$ cat config.mk
export PLATFORM = sky130hd
export DESIGN_NAME = franken_io_flat
export DESIGN_NICKNAME = d
export VERILOG_FILES = /design/src/rtl/franken_io_pkg.sv /design/src/rtl/franken_io_if.sv /design/src/rtl/franken_uart_rx.sv /design/src/rtl/franken_io.sv /design/src/flat_wrapper.sv
export SDC_FILE = /design/constraint.sdc
export NUM_CORES = 1
export LEC_CHECK = 0
export ABC_AREA = 1
export CORE_ASPECT_RATIO = 2
export CORE_UTILIZATION = 49
export DETAILED_ROUTE_END_ITERATION = 7
export GPL_ROUTABILITY_DRIVEN = 0
export HOLD_SLACK_MARGIN = 0.05
export PLACE_DENSITY = 0.76
export SYNTH_ARGS = -nofsm -noshare
export SYNTH_HDL_FRONTEND = slang
export SYNTH_SLANG_ARGS = --single-unit
export TNS_END_PERCENT = 1
$ cat constraint.sdc
create_clock -name clk -period 2.4 [get_ports clk]
set_input_delay 0.72 -clock clk [delete_from_list [all_inputs] [get_ports clk]]
set_output_delay 0.72 -clock clk [all_outputs]
set_load 0.01 [all_outputs]
$ cat src/rtl/franken_io_pkg.sv
// franken_io_pkg: register map, status bit indices and
// UART state type shared across the franken IO page.
package franken_io_pkg;

    localparam int IO_LEDS_BIT      = 0;
    localparam int IO_UART_DAT_BIT  = 1;
    localparam int IO_UART_CNTL_BIT = 2;

    localparam int ST_RX_VALID = 8;
    localparam int ST_TX_BUSY  = 9;
    localparam int ST_TX_FULL  = 10;
    localparam int ST_RX_OVR   = 11;
    localparam int ST_RX_FERR  = 12;
    localparam int ST_TX_OVF   = 13;

    typedef enum logic [1:0] {
        UART_IDLE,
        UART_START,
        UART_DATA,
        UART_STOP
    } uart_state_t;

endpackage

$ cat src/rtl/franken_io_if.sv
// franken_io_if: Mem-stage bus between the core and
// the IO page (one-hot word select, strobes, read data).
interface franken_io_if;

    logic [2:0]  io_wordaddr;
    logic [31:0] io_wdata;
    logic        io_wstrb;
    logic        io_rstrb;
    logic [31:0] io_rdata;

    modport master (
        output io_wordaddr,
        output io_wdata,
        output io_wstrb,
        output io_rstrb,
        input  io_rdata
    );

    modport slave (
        input  io_wordaddr,
        input  io_wdata,
        input  io_wstrb,
        input  io_rstrb,
        output io_rdata
    );

endinterface

$ cat src/rtl/franken_uart_rx.sv
// franken_uart_rx: 8N1 receiver with 2-flop synchroniser,
// holding register and sticky overrun/framing flags.
module franken_uart_rx
    import franken_io_pkg::*;
#(
    parameter int CLKS_PER_BIT = 10
) (
    input  logic       clk,
    input  logic       reset,
    input  logic       rxd,
    input  logic       rd_byte,
    input  logic       clr_err,
    output logic [7:0] rx_byte,
    output logic       rx_valid,
    output logic       rx_ovr,
    output logic       rx_ferr
);

    localparam int CW = $clog2(CLKS_PER_BIT);
    localparam logic [CW-1:0] BIT_END  = CW'(CLKS_PER_BIT - 1);
    localparam logic [CW-1:0] HALF_END = CW'(CLKS_PER_BIT / 2 - 1);

    // sync[1] is the synchronised line, sync[2] its previous value
    logic [2:0]    sync;
    logic          rx_s;
    logic          rx_fall;
    uart_state_t   state;
    logic [CW-1:0] cnt;
    logic [2:0]    nbit;
    logic [7:0]    shift;
    logic          tick;
    logic          half;
    logic          stop_ok;
    logic          stop_bad;

    assign rx_s     = sync[1];
    assign rx_fall  = sync[2] & ~sync[1];
    assign tick     = cnt == BIT_END;
    assign half     = cnt == HALF_END;
    assign stop_ok  = state == UART_STOP && tick && rx_s;
    assign stop_bad = state == UART_STOP && tick && !rx_s;

    always_ff @(posedge clk) begin
        if (reset) begin
            sync  <= '1;
            state <= UART_IDLE;
            cnt   <= '0;
            nbit  <= '0;
            shift <= '0;
        end else begin
            sync <= {sync[1:0], rxd};
            cnt  <= cnt + 1'b1;
            unique case (state)
                UART_IDLE: begin
                    cnt <= '0;
                    if (rx_fall) state <= UART_START;
                end
                UART_START: if (half) begin
                    cnt   <= '0;
                    nbit  <= '0;
                    state <= rx_s ? UART_IDLE : UART_DATA;
                end
                UART_DATA: if (tick) begin
                    cnt   <= '0;
                    shift <= {rx_s, shift[7:1]};
                    nbit  <= nbit + 1'b1;
                    if (nbit == 3'd7) state <= UART_STOP;
                end
                UART_STOP: if (tick) begin
                    cnt   <= '0;
                    state <= UART_IDLE;
                end
                default: state <= UART_IDLE;
            endcase
        end
    end

    // a byte load beats a concurrent read of the holding register
    always_ff @(posedge clk) begin
        if (reset) begin
            rx_byte  <= '0;
            rx_valid <= 1'b0;
            rx_ovr   <= 1'b0;
            rx_ferr  <= 1'b0;
        end else begin
            if (clr_err) begin
                rx_ovr  <= 1'b0;
                rx_ferr <= 1'b0;
            end
            if (rd_byte) rx_valid <= 1'b0;
            if (stop_ok) begin
                rx_byte  <= shift;
                rx_valid <= 1'b1;
                if (rx_valid && !rd_byte) rx_ovr <= 1'b1;
            end
            if (stop_bad) rx_ferr <= 1'b1;
        end
    end

endmodule

$ cat src/rtl/franken_io.sv
// franken_io: memory-mapped IO page with LED register,
// FIFO-buffered UART transmitter and UART receiver.
module franken_io
    import franken_io_pkg::*;
#(
    parameter int CLK_FREQ_HZ = 50_000_000,
    parameter int BAUD        = 115_200,
    parameter int NUM_LEDS    = 5,
    parameter int TX_DEPTH    = 4
) (
    input  logic                clk,
    input  logic                reset,
    franken_io_if.slave         bus,
    output logic [NUM_LEDS-1:0] LEDS,
    output logic                TXD,
    input  logic                RXD
);

    localparam int CPB = CLK_FREQ_HZ / BAUD;
    localparam int CW  = $clog2(CPB);
    localparam int PW  = $clog2(TX_DEPTH);
    localparam int QW  = PW + 1;
    localparam logic [CW-1:0] BIT_END = CW'(CPB - 1);
    localparam logic [QW-1:0] DEPTH   = QW'(TX_DEPTH);

    if (CPB < 4) begin : g_cpb_chk
        $error("franken_io: CLKS_PER_BIT must be >= 4");
    end
    if (TX_DEPTH < 2 || (TX_DEPTH & (TX_DEPTH - 1)) != 0) begin : g_depth_chk
        $error("franken_io: TX_DEPTH must be a power of two >= 2");
    end
    if (NUM_LEDS < 1 || NUM_LEDS > 32) begin : g_leds_chk
        $error("franken_io: NUM_LEDS must be 1..32");
    end

    logic [2:0]  sel;
    logic        one_hot;
    logic        multi;
    logic        wr_leds;
    logic        wr_dat;
    logic        rd_dat;
    logic        rd_cntl;
    logic [31:0] status;
    logic        unused_wdata;

    assign sel     = bus.io_wordaddr;
    assign one_hot = sel != 3'b0 && (sel & (sel - 3'd1)) == 3'b0;
    assign multi   = sel != 3'b0 && !one_hot;
    assign wr_leds = bus.io_wstrb && one_hot && sel[IO_LEDS_BIT];
    assign wr_dat  = bus.io_wstrb && one_hot && sel[IO_UART_DAT_BIT];
    assign rd_dat  = bus.io_rstrb && one_hot && sel[IO_UART_DAT_BIT];
    assign rd_cntl = bus.io_rstrb && one_hot && sel[IO_UART_CNTL_BIT];
    assign unused_wdata = ^bus.io_wdata;

    logic [7:0] rx_byte;
    logic       rx_valid;
    logic       rx_ovr;
    logic       rx_ferr;

    franken_uart_rx #(
        .CLKS_PER_BIT(CPB)
    ) u_rx (
        .clk     (clk),
        .reset   (reset),
        .rxd     (RXD),
        .rd_byte (rd_dat),
        .clr_err (rd_cntl),
        .rx_byte (rx_byte),
        .rx_valid(rx_valid),
        .rx_ovr  (rx_ovr),
        .rx_ferr (rx_ferr)
    );

    logic [7:0]    fifo [TX_DEPTH];
    logic [PW-1:0] wr_ptr;
    logic [PW-1:0] rd_ptr;
    logic [QW-1:0] count;
    logic          empty;
    logic          full;
    logic          push;
    logic          pop;
    logic          tx_ovf;
    uart_state_t   tx_state;
    logic [CW-1:0] tx_cnt;
    logic [2:0]    tx_nbit;
    logic [7:0]    tx_shift;
    logic          tx_tick;

    assign empty   = count == '0;
    assign full    = count == DEPTH;
    assign tx_tick = tx_cnt == BIT_END;
    // popping at the end of STOP chains frames with no idle bit
    assign pop  = !empty && (tx_state == UART_IDLE ||
                  (tx_state == UART_STOP && tx_tick));
    assign push = wr_dat && (!full || pop);

    always_ff @(posedge clk) begin
        if (push) fifo[wr_ptr] <= bus.io_wdata[7:0];
    end

    always_ff @(posedge clk) begin
        if (reset) begin
            wr_ptr <= '0;
            rd_ptr <= '0;
            count  <= '0;
            tx_ovf <= 1'b0;
        end else begin
            if (push) wr_ptr <= wr_ptr + 1'b1;
            if (pop) rd_ptr <= rd_ptr + 1'b1;
            count <= count + QW'(push) - QW'(pop);
            if (rd_cntl) tx_ovf <= 1'b0;
            if (wr_dat && !push) tx_ovf <= 1'b1;
        end
    end

    always_ff @(posedge clk) begin
        if (reset) begin
            tx_state <= UART_IDLE;
            tx_cnt   <= '0;
            tx_nbit  <= '0;
            tx_shift <= '0;
            TXD      <= 1'b1;
        end else begin
            tx_cnt <= tx_tick ? '0 : tx_cnt + 1'b1;
            unique case (tx_state)
                UART_IDLE: begin
                    tx_cnt <= '0;
                    if (pop) begin
                        tx_state <= UART_START;
                        tx_shift <= fifo[rd_ptr];
                        TXD      <= 1'b0;
                    end
                end
                UART_START: if (tx_tick) begin
                    tx_state <= UART_DATA;
                    tx_nbit  <= '0;
                    TXD      <= tx_shift[0];
                    tx_shift <= tx_shift >> 1;
                end
                UART_DATA: if (tx_tick) begin
                    if (tx_nbit == 3'd7) begin
                        tx_state <= UART_STOP;
                        TXD      <= 1'b1;
                    end else begin
                        tx_nbit  <= tx_nbit + 1'b1;
                        TXD      <= tx_shift[0];
                        tx_shift <= tx_shift >> 1;
                    end
                end
                UART_STOP: if (tx_tick) begin
                    if (pop) begin
                        tx_state <= UART_START;
                        tx_shift <= fifo[rd_ptr];
                        TXD      <= 1'b0;
                    end else begin
                        tx_state <= UART_IDLE;
                    end
                end
                default: tx_state <= UART_IDLE;
            endcase
        end
    end

    always_comb begin
        status              = '0;
        status[ST_RX_VALID] = rx_valid;
        status[ST_TX_BUSY]  = !empty || tx_state != UART_IDLE;
        status[ST_TX_FULL]  = full;
        status[ST_RX_OVR]   = rx_ovr;
        status[ST_RX_FERR]  = rx_ferr;
        status[ST_TX_OVF]   = tx_ovf;
    end

    always_ff @(posedge clk) begin
        if (reset) begin
            LEDS         <= '0;
            bus.io_rdata <= '0;
        end else begin
            if (wr_leds) LEDS <= bus.io_wdata[NUM_LEDS-1:0];
            if (bus.io_rstrb && sel != 3'b0) begin
                if (multi) begin
                    bus.io_rdata <= '0;
                end else begin
                    unique case (1'b1)
                        sel[IO_LEDS_BIT]:      bus.io_rdata <= 32'(LEDS);
                        sel[IO_UART_DAT_BIT]:  bus.io_rdata <= {24'b0, rx_byte};
                        sel[IO_UART_CNTL_BIT]: bus.io_rdata <= status;
                        default:               bus.io_rdata <= '0;
                    endcase
                end
            end
        end
    end

endmodule

$ cat src/flat_wrapper.sv
// flat-port wrapper written by rule: the top's interface ports become plain ports
module franken_io_flat import franken_io_pkg::*;
#(
    parameter int CLK_FREQ_HZ = 50_000_000,
    parameter int BAUD        = 115_200,
    parameter int NUM_LEDS    = 5,
    parameter int TX_DEPTH    = 4
)
  (clk, reset, LEDS, TXD, RXD, bus_io_wordaddr, bus_io_wdata, bus_io_wstrb, bus_io_rstrb, bus_io_rdata);
  franken_io_if bus_i ();
  input  logic clk;
  input  logic reset;
  output logic [NUM_LEDS-1:0] LEDS;
  output logic TXD;
  input  logic RXD;
  input wire logic [$bits(bus_i.io_wordaddr)-1:0] bus_io_wordaddr;
  input wire logic [$bits(bus_i.io_wdata)-1:0] bus_io_wdata;
  input wire logic [$bits(bus_i.io_wstrb)-1:0] bus_io_wstrb;
  input wire logic [$bits(bus_i.io_rstrb)-1:0] bus_io_rstrb;
  output wire logic [$bits(bus_i.io_rdata)-1:0] bus_io_rdata;
  assign bus_i.io_wordaddr = bus_io_wordaddr;
  assign bus_i.io_wdata = bus_io_wdata;
  assign bus_i.io_wstrb = bus_io_wstrb;
  assign bus_i.io_rstrb = bus_io_rstrb;
  assign bus_io_rdata = bus_i.io_rdata;
  franken_io #(.CLK_FREQ_HZ(CLK_FREQ_HZ), .BAUD(BAUD), .NUM_LEDS(NUM_LEDS), .TX_DEPTH(TX_DEPTH)) u_core (.clk(clk), .reset(reset), .bus(bus_i), .LEDS(LEDS), .TXD(TXD), .RXD(RXD));
endmodule
Word-level counts from Yosys, hierarchy flattened --
Memory sizes are Yosys's and may differ from the RTL's. A register that Yosys moved wholly into a read port is not among the register bits. Cells that the tools add are included.
Cells by class: muxes and demuxes 50, bitwise logic cells 3, reduce and logical (&&, ||, !) cells 46, $add $sub $neg 9, equality and inequality tests 23
Operators by type and width (count):
- one-hot mux 14 bit (3 select lines) | 1
- 2-to-1 mux 8 bit | 5
- 2-to-1 mux 32 bit | 1
- one-hot mux 8 bit (4 select lines) | 1
- one-hot mux 9 bit (3 select lines) | 1
- 2-to-1 mux 2 bit | 13
- adder 9 x 1 -> 9 bit (second input constant) | 2
- == test 9 bit (second input constant) | 2
- 2-to-1 mux 9 bit | 2
- logical AND 1 bit | 17
- 2-to-1 mux 1 bit | 16
- one-hot mux 2 bit (4 select lines) | 2
- 2-to-1 mux 3 bit | 5
- != test 2 bit (second input constant) | 6
- one-hot mux 3 bit (2 select lines) | 2
- nonzero test 2 bit | 6
- != test 2 x 1 -> 1 bit (second input constant) | 5
- AND reduction 5 bit | 2
- == test 3 bit (second input constant) | 3
- == test 9 x 8 -> 1 bit (second input constant) | 1
- == test 2 bit (second input constant) | 4
- AND reduction 4 bit | 2
- adder 3 x 1 -> 3 bit (second input constant) | 2
- logical NOT 1 bit | 6
- 17 further kinds | 24
Storage, ports and cells: register bits after elaboration 104, RAM bits 32, memories 1, word-level logic and storage cells 152
Memories:
- u_core.fifo | depth 4, width 8, rd ports 1, clocked after memory_dff 1, write ports 1, line franken_io.sv:74 | logic [7:0] fifo [TX_DEPTH];

Depth between registers and ports, before layout --
word-level depth 10, mapped depth 15, gate-level depth less buffers 15

Cells and area by module --
From an unflattened synthesis, not the netlist that was laid out.
Unflattened totals: cell total of the unflattened synthesis 626, area, all modules 5388.9 um^2
Modules (own cells, without submodules):
- franken_io | cells each 430, times used 1, sequential area each 2001.9 um^2, area an instance 3838.7 um^2
- franken_uart_rx | cells each 196, times used 1, sequential area each 720.7 um^2, area an instance 1550.2 um^2

Worst setup path before layout --
No wires, ideal clock.
kind register to register, from register u_core.tx_state[0], to register u_core.count[2], stages on the path, launching flop included 14, path slack 0.125 ns, path buffers 0, arrival 2.156 ns, setup time 0.119 ns, period minus slack after synthesis 2.275 ns, path through dfxtp_1 inv_1 ha_1 inv_1 nand2_1 nand3_4 inv_1 ha_1 inv_1 ha_1 inv_1 fa_1 o21ai_0 a21oi_1
Between the ends: cells in the longest elaborated chain, start to end 8
Ends and longest elaborated chain:
- start, declared | line franken_io.sv:83 | uart_state_t tx_state;
- start signal, assigned | line franken_io.sv:118 | tx_state <= UART_IDLE;
- start signal, assigned | line franken_io.sv:129 | tx_state <= UART_START;
- start signal, assigned | line franken_io.sv:135 | tx_state <= UART_DATA;
- == test 2 bit | line franken_io.sv:94 | (tx_state == UART_STOP && tx_tick));
- logical AND 1 bit | line franken_io.sv:94
- logical OR 1 bit (*) | line franken_io.sv:93 | assign pop = !empty && (tx_state == UART_IDLE ||
- logical AND 1 bit (*) | line franken_io.sv:93
- named net u_core.pop | line franken_io.sv:81 | logic pop;
- logical OR 1 bit | line franken_io.sv:95 | assign push = wr_dat && (!full || pop);
- logical AND 1 bit | line franken_io.sv:95
- adder 3 x 1 -> 3 bit | line franken_io.sv:110 | count <= count + QW'(push) - QW'(pop);
- subtractor 3 x 1 -> 3 bit (*) | line franken_io.sv:110
- end signal, assigned | line franken_io.sv:110
- end, declared | line franken_io.sv:77 | logic [QW-1:0] count;
The timed path passes the listed nets; every way through them passes the cells marked *. A chain may end at the register's enable or synchronous reset.

Worst setup path after layout --
from register u_core.tx_cnt[1], to register u_core.count[2]
Between the ends: cells in the longest elaborated chain, start to end 8
Ends and longest elaborated chain:
- start, declared | line franken_io.sv:84 | logic [CW-1:0] tx_cnt;
- start signal, assigned | line franken_io.sv:124 | tx_cnt <= tx_tick ? '0 : tx_cnt + 1'b1;
- == test 9 bit | line franken_io.sv:91 | assign tx_tick = tx_cnt == BIT_END;
- logical AND 1 bit | line franken_io.sv:94
- logical OR 1 bit | line franken_io.sv:93
- logical AND 1 bit | line franken_io.sv:93
- logical OR 1 bit | line franken_io.sv:95
- logical AND 1 bit | line franken_io.sv:95
- named net u_core.push | line franken_io.sv:80 | logic push;
- adder 3 x 1 -> 3 bit | line franken_io.sv:110
- subtractor 3 x 1 -> 3 bit | line franken_io.sv:110
The timed path passes the listed nets, and every way through them passes these cells.

==> run metrics <==
Startpoint Class=register; Clock power frac=43.3%; NumNets Final=785; crit path kind=register to register; Vias=4424; worst-margin pin slew=0.671 ns; Final Skew=0.00995 ns; Finish-stage setup viols=0; Synth top area share=31.9%; Min Clock Period, post-route=2.19 ns; HPWL after detailed placement=8310 microns; synth warn=0; Min-Delay Path Depth=1; Layout area overhead=20.8%; Post-synth top flop=dfxtp_1; Power Total=6.30 mW; largest net degree at the start of global routing=26; DR pass1 iterations=4; CTS tree=built; total wire length=11800 microns; crit path max fanout=8; final instance area=6680 sq um; first-pass GRT wire length=19800 microns; ant diodes=0; Placed Cells incl. Taps=845; Post-synth top cells=126 x nand2_1, 106 x inv_1, 88 x dfxtp_1; Final Cycle Share=91.4%; static leakage=2.85 nW; H-Tree Depth=4; Post-CTS Repair Setup Buffers=0; post-synth cell types=40; Remaining Overflow, GRT=0; post-synthesis sequential area ratio=49.3%; mean post-synth cell area=8.26 sq um; Tot GR Track Use=21.6%; RSZ-0062 raised after global routing=no; layout cell share with drive strength beyond 1=11.3%; Area after DPL=6040 sq um; Sw Ratio=29.9%; initial antenna violation count=0; Worst-Skew Late Latency=0.42 ns; clock sink total=120; PortBufs=35; Die ar.=11700 sq um; IO Count=78; vias per inst=5.04; worst hold path type=register to register; Max Cap Viol=0; Final Hold Fails=0; Int Pwr=4.42 mW; Initial Util=50.5%; Post-synth ARST share=0%; Highest Clock Rate=456 MHz; Non-Filler Instances=877; pre-CTS setup slack=-0.169 ns; synth top area cells=dfxtp_1 32%, edfxtp_1 17%, nand2_1 8.6%; # rows=54; Hold Worst Slack=0.416 ns; CTS Hold Bufs=0; register bit total from synthesis=120; worst vdd ir=0.000688 V; Setup WS post-layout=0.206 ns; Logic pwr share=20.5%; antenna viol nets, final=0; DRT iter0 DRCs=242; Syn Std Cell Area=5530 sq um; most frequent cell after synthesis=nand2_1; sequential share of power=36.2%; pwr/cell area=944 nW/um^2; number of global-route vias before repair=4431; final setup TNS=0 ns; final core area utilization=61.0%; post_cts resized=0; Root Driver=clkbuf_16; CP Capture Type=register; Max Slew Vio Count=0; Clock Pin Slew Worst Setup and Hold Paths=0.06 ns; Num CTS Buffers=17; CP arrival=2.49 ns; r2r worst-path depth=16; Synth area leader=dfxtp_1; P_sw=1.88 mW; drt wl/cell=13.4 microns; Die H=152 microns; Slew HR=55.1%; DRC violations left=0; cells after synthesis=669; core area=10900 sq um; Clock Tree Buf Depth=2; Post-synth EDFFs=32; Die X=77.1 microns; Worst EP required=2.70 ns; status=completed
[metal layers]
metal / vias to the layer above / wire (microns) / global-route usage [%]
met5: - / 0 / 0
met4: 0 / 374 / 11.0
met3: 24 / 345 / 4.61
met2: 95 / 6900 / 42.5
met1: 2080 / 4130 / 20.0
li1: 2225 / - / -
[layout make-up]
| cell class | count | area [sq um] |
|---|---|---|
| Timing Repair Buffer | 57 | 515 |
| Clock inverter | 15 | 213 |
| Multi-Input combinational cell | 418 | 2210 |
| Fill cell | 907 | 4270 |
| Clock buffer | 17 | 425 |
| Sequential cell | 120 | 2730 |
| Tap cell | 140 | 175 |
| Inverter | 110 | 413 |
[final timing paths]
check / startpoint / to / slack [ns]
min: u_core.u_rx.sync[0]$_SDFF_PP1_ / u_core.u_rx.sync[1]$_SDFF_PP1_ / 0.42
max: u_core.tx_cnt[1]$_SDFF_PP0_ / u_core.count[2]$_SDFF_PP0_ / 0.21
min reg2reg: u_core.u_rx.sync[0]$_SDFF_PP1_ / u_core.u_rx.sync[1]$_SDFF_PP1_ / 0.42
max reg2reg: u_core.tx_cnt[1]$_SDFF_PP0_ / u_core.count[2]$_SDFF_PP0_ / 0.21
[power groups by stage]
stage | clock network, mW | registers [mW] | logic (mW)
2_1_floorplan | 0 | 2.30 | 1.01
3_3_place_gp | 0 | 2.31 | 1.23
3_5_place_dp | 0 | 2.32 | 1.28
4_1_cts | 2.77 | 2.28 | 1.29
5_1_grt | 2.86 | 2.30 | 1.47
6_report | 2.73 | 2.28 | 1.29
[kinds of logic (layout without fill, tap and decap cells)]
group / count (synthesis) / count (layout) / synth area share, %
simple gates: 264 / 264 / 22.1
buf+inv: 148 / 199 / 11.9
flops: 120 / 120 / 49.3
compound gates: 108 / 108 / 10.6
fa+ha+maj: 21 / 21 / 4.89
xor+xnor: 7 / 7 / 1.11
other cells: 1 / 18 / 0.0679
[state kept, by name, indices dropped and copies added (netlist names), named ones only]
name,count
u_core.u_rx.shift,8
u_core.LEDS,5
u_core.u_rx.rx_ovr,1
u_core.count,3
u_core.u_rx.rx_byte,8
u_core.u_rx.state,1
u_core.u_rx.nbit,3
u_core.tx_nbit,3
u_core.fifo,32
u_core.wr_ptr,2
u_core.tx_shift,8
u_core.u_rx.cnt,9
u_core.tx_cnt,9
u_core.u_rx.rx_ferr,1
u_core.bus.io_rdata,14
u_core.tx_state,2
u_core.TXD,1
u_core.rd_ptr,2
u_core.tx_ovf,1
u_core.u_rx.rx_valid,1
u_core.u_rx.sync,3
[cell usage in the layout, fill, tap and decap left out, drive strengths merged]
cell type and count:
clkinvlp 2, nor2 59, nor3b 2, or2 3, clkdlybuf4s50 35, edfxtp 32
a22oi 7, o21ai 43, inv 115, nand4 17, clkbuf 17, a31oi 1
a21boi 7, a21oi 48, nand2 136, a211o 1, nor3 11, xor2 5
buf 22, and3 1, o32ai 1, dfxtp 88, bufinv 4, conb 18
ha 20, fa 1, nor4 1, nand3 34, clkinv 4, xnor2 2
[worst max-delay path, cell delays in order, from the launching register on]
cell and delay [ns]:
dfxtp_1 0.32, inv_1 0.05, ha_1 0.14, nand2_1 0.07, nor2_2 0.13, nand2_4 0.10
nand2_4 0.08, nand3_4 0.06, buf_4 0.17, nand2_2 0.08, nand2_4 0.05, inv_2 0.05
ha_1 0.13, inv_1 0.05, fa_1 0.40, o21ai_1 0.14, a21oi_1 0.05
No activity file was read; power rests on OpenSTA's default activity.
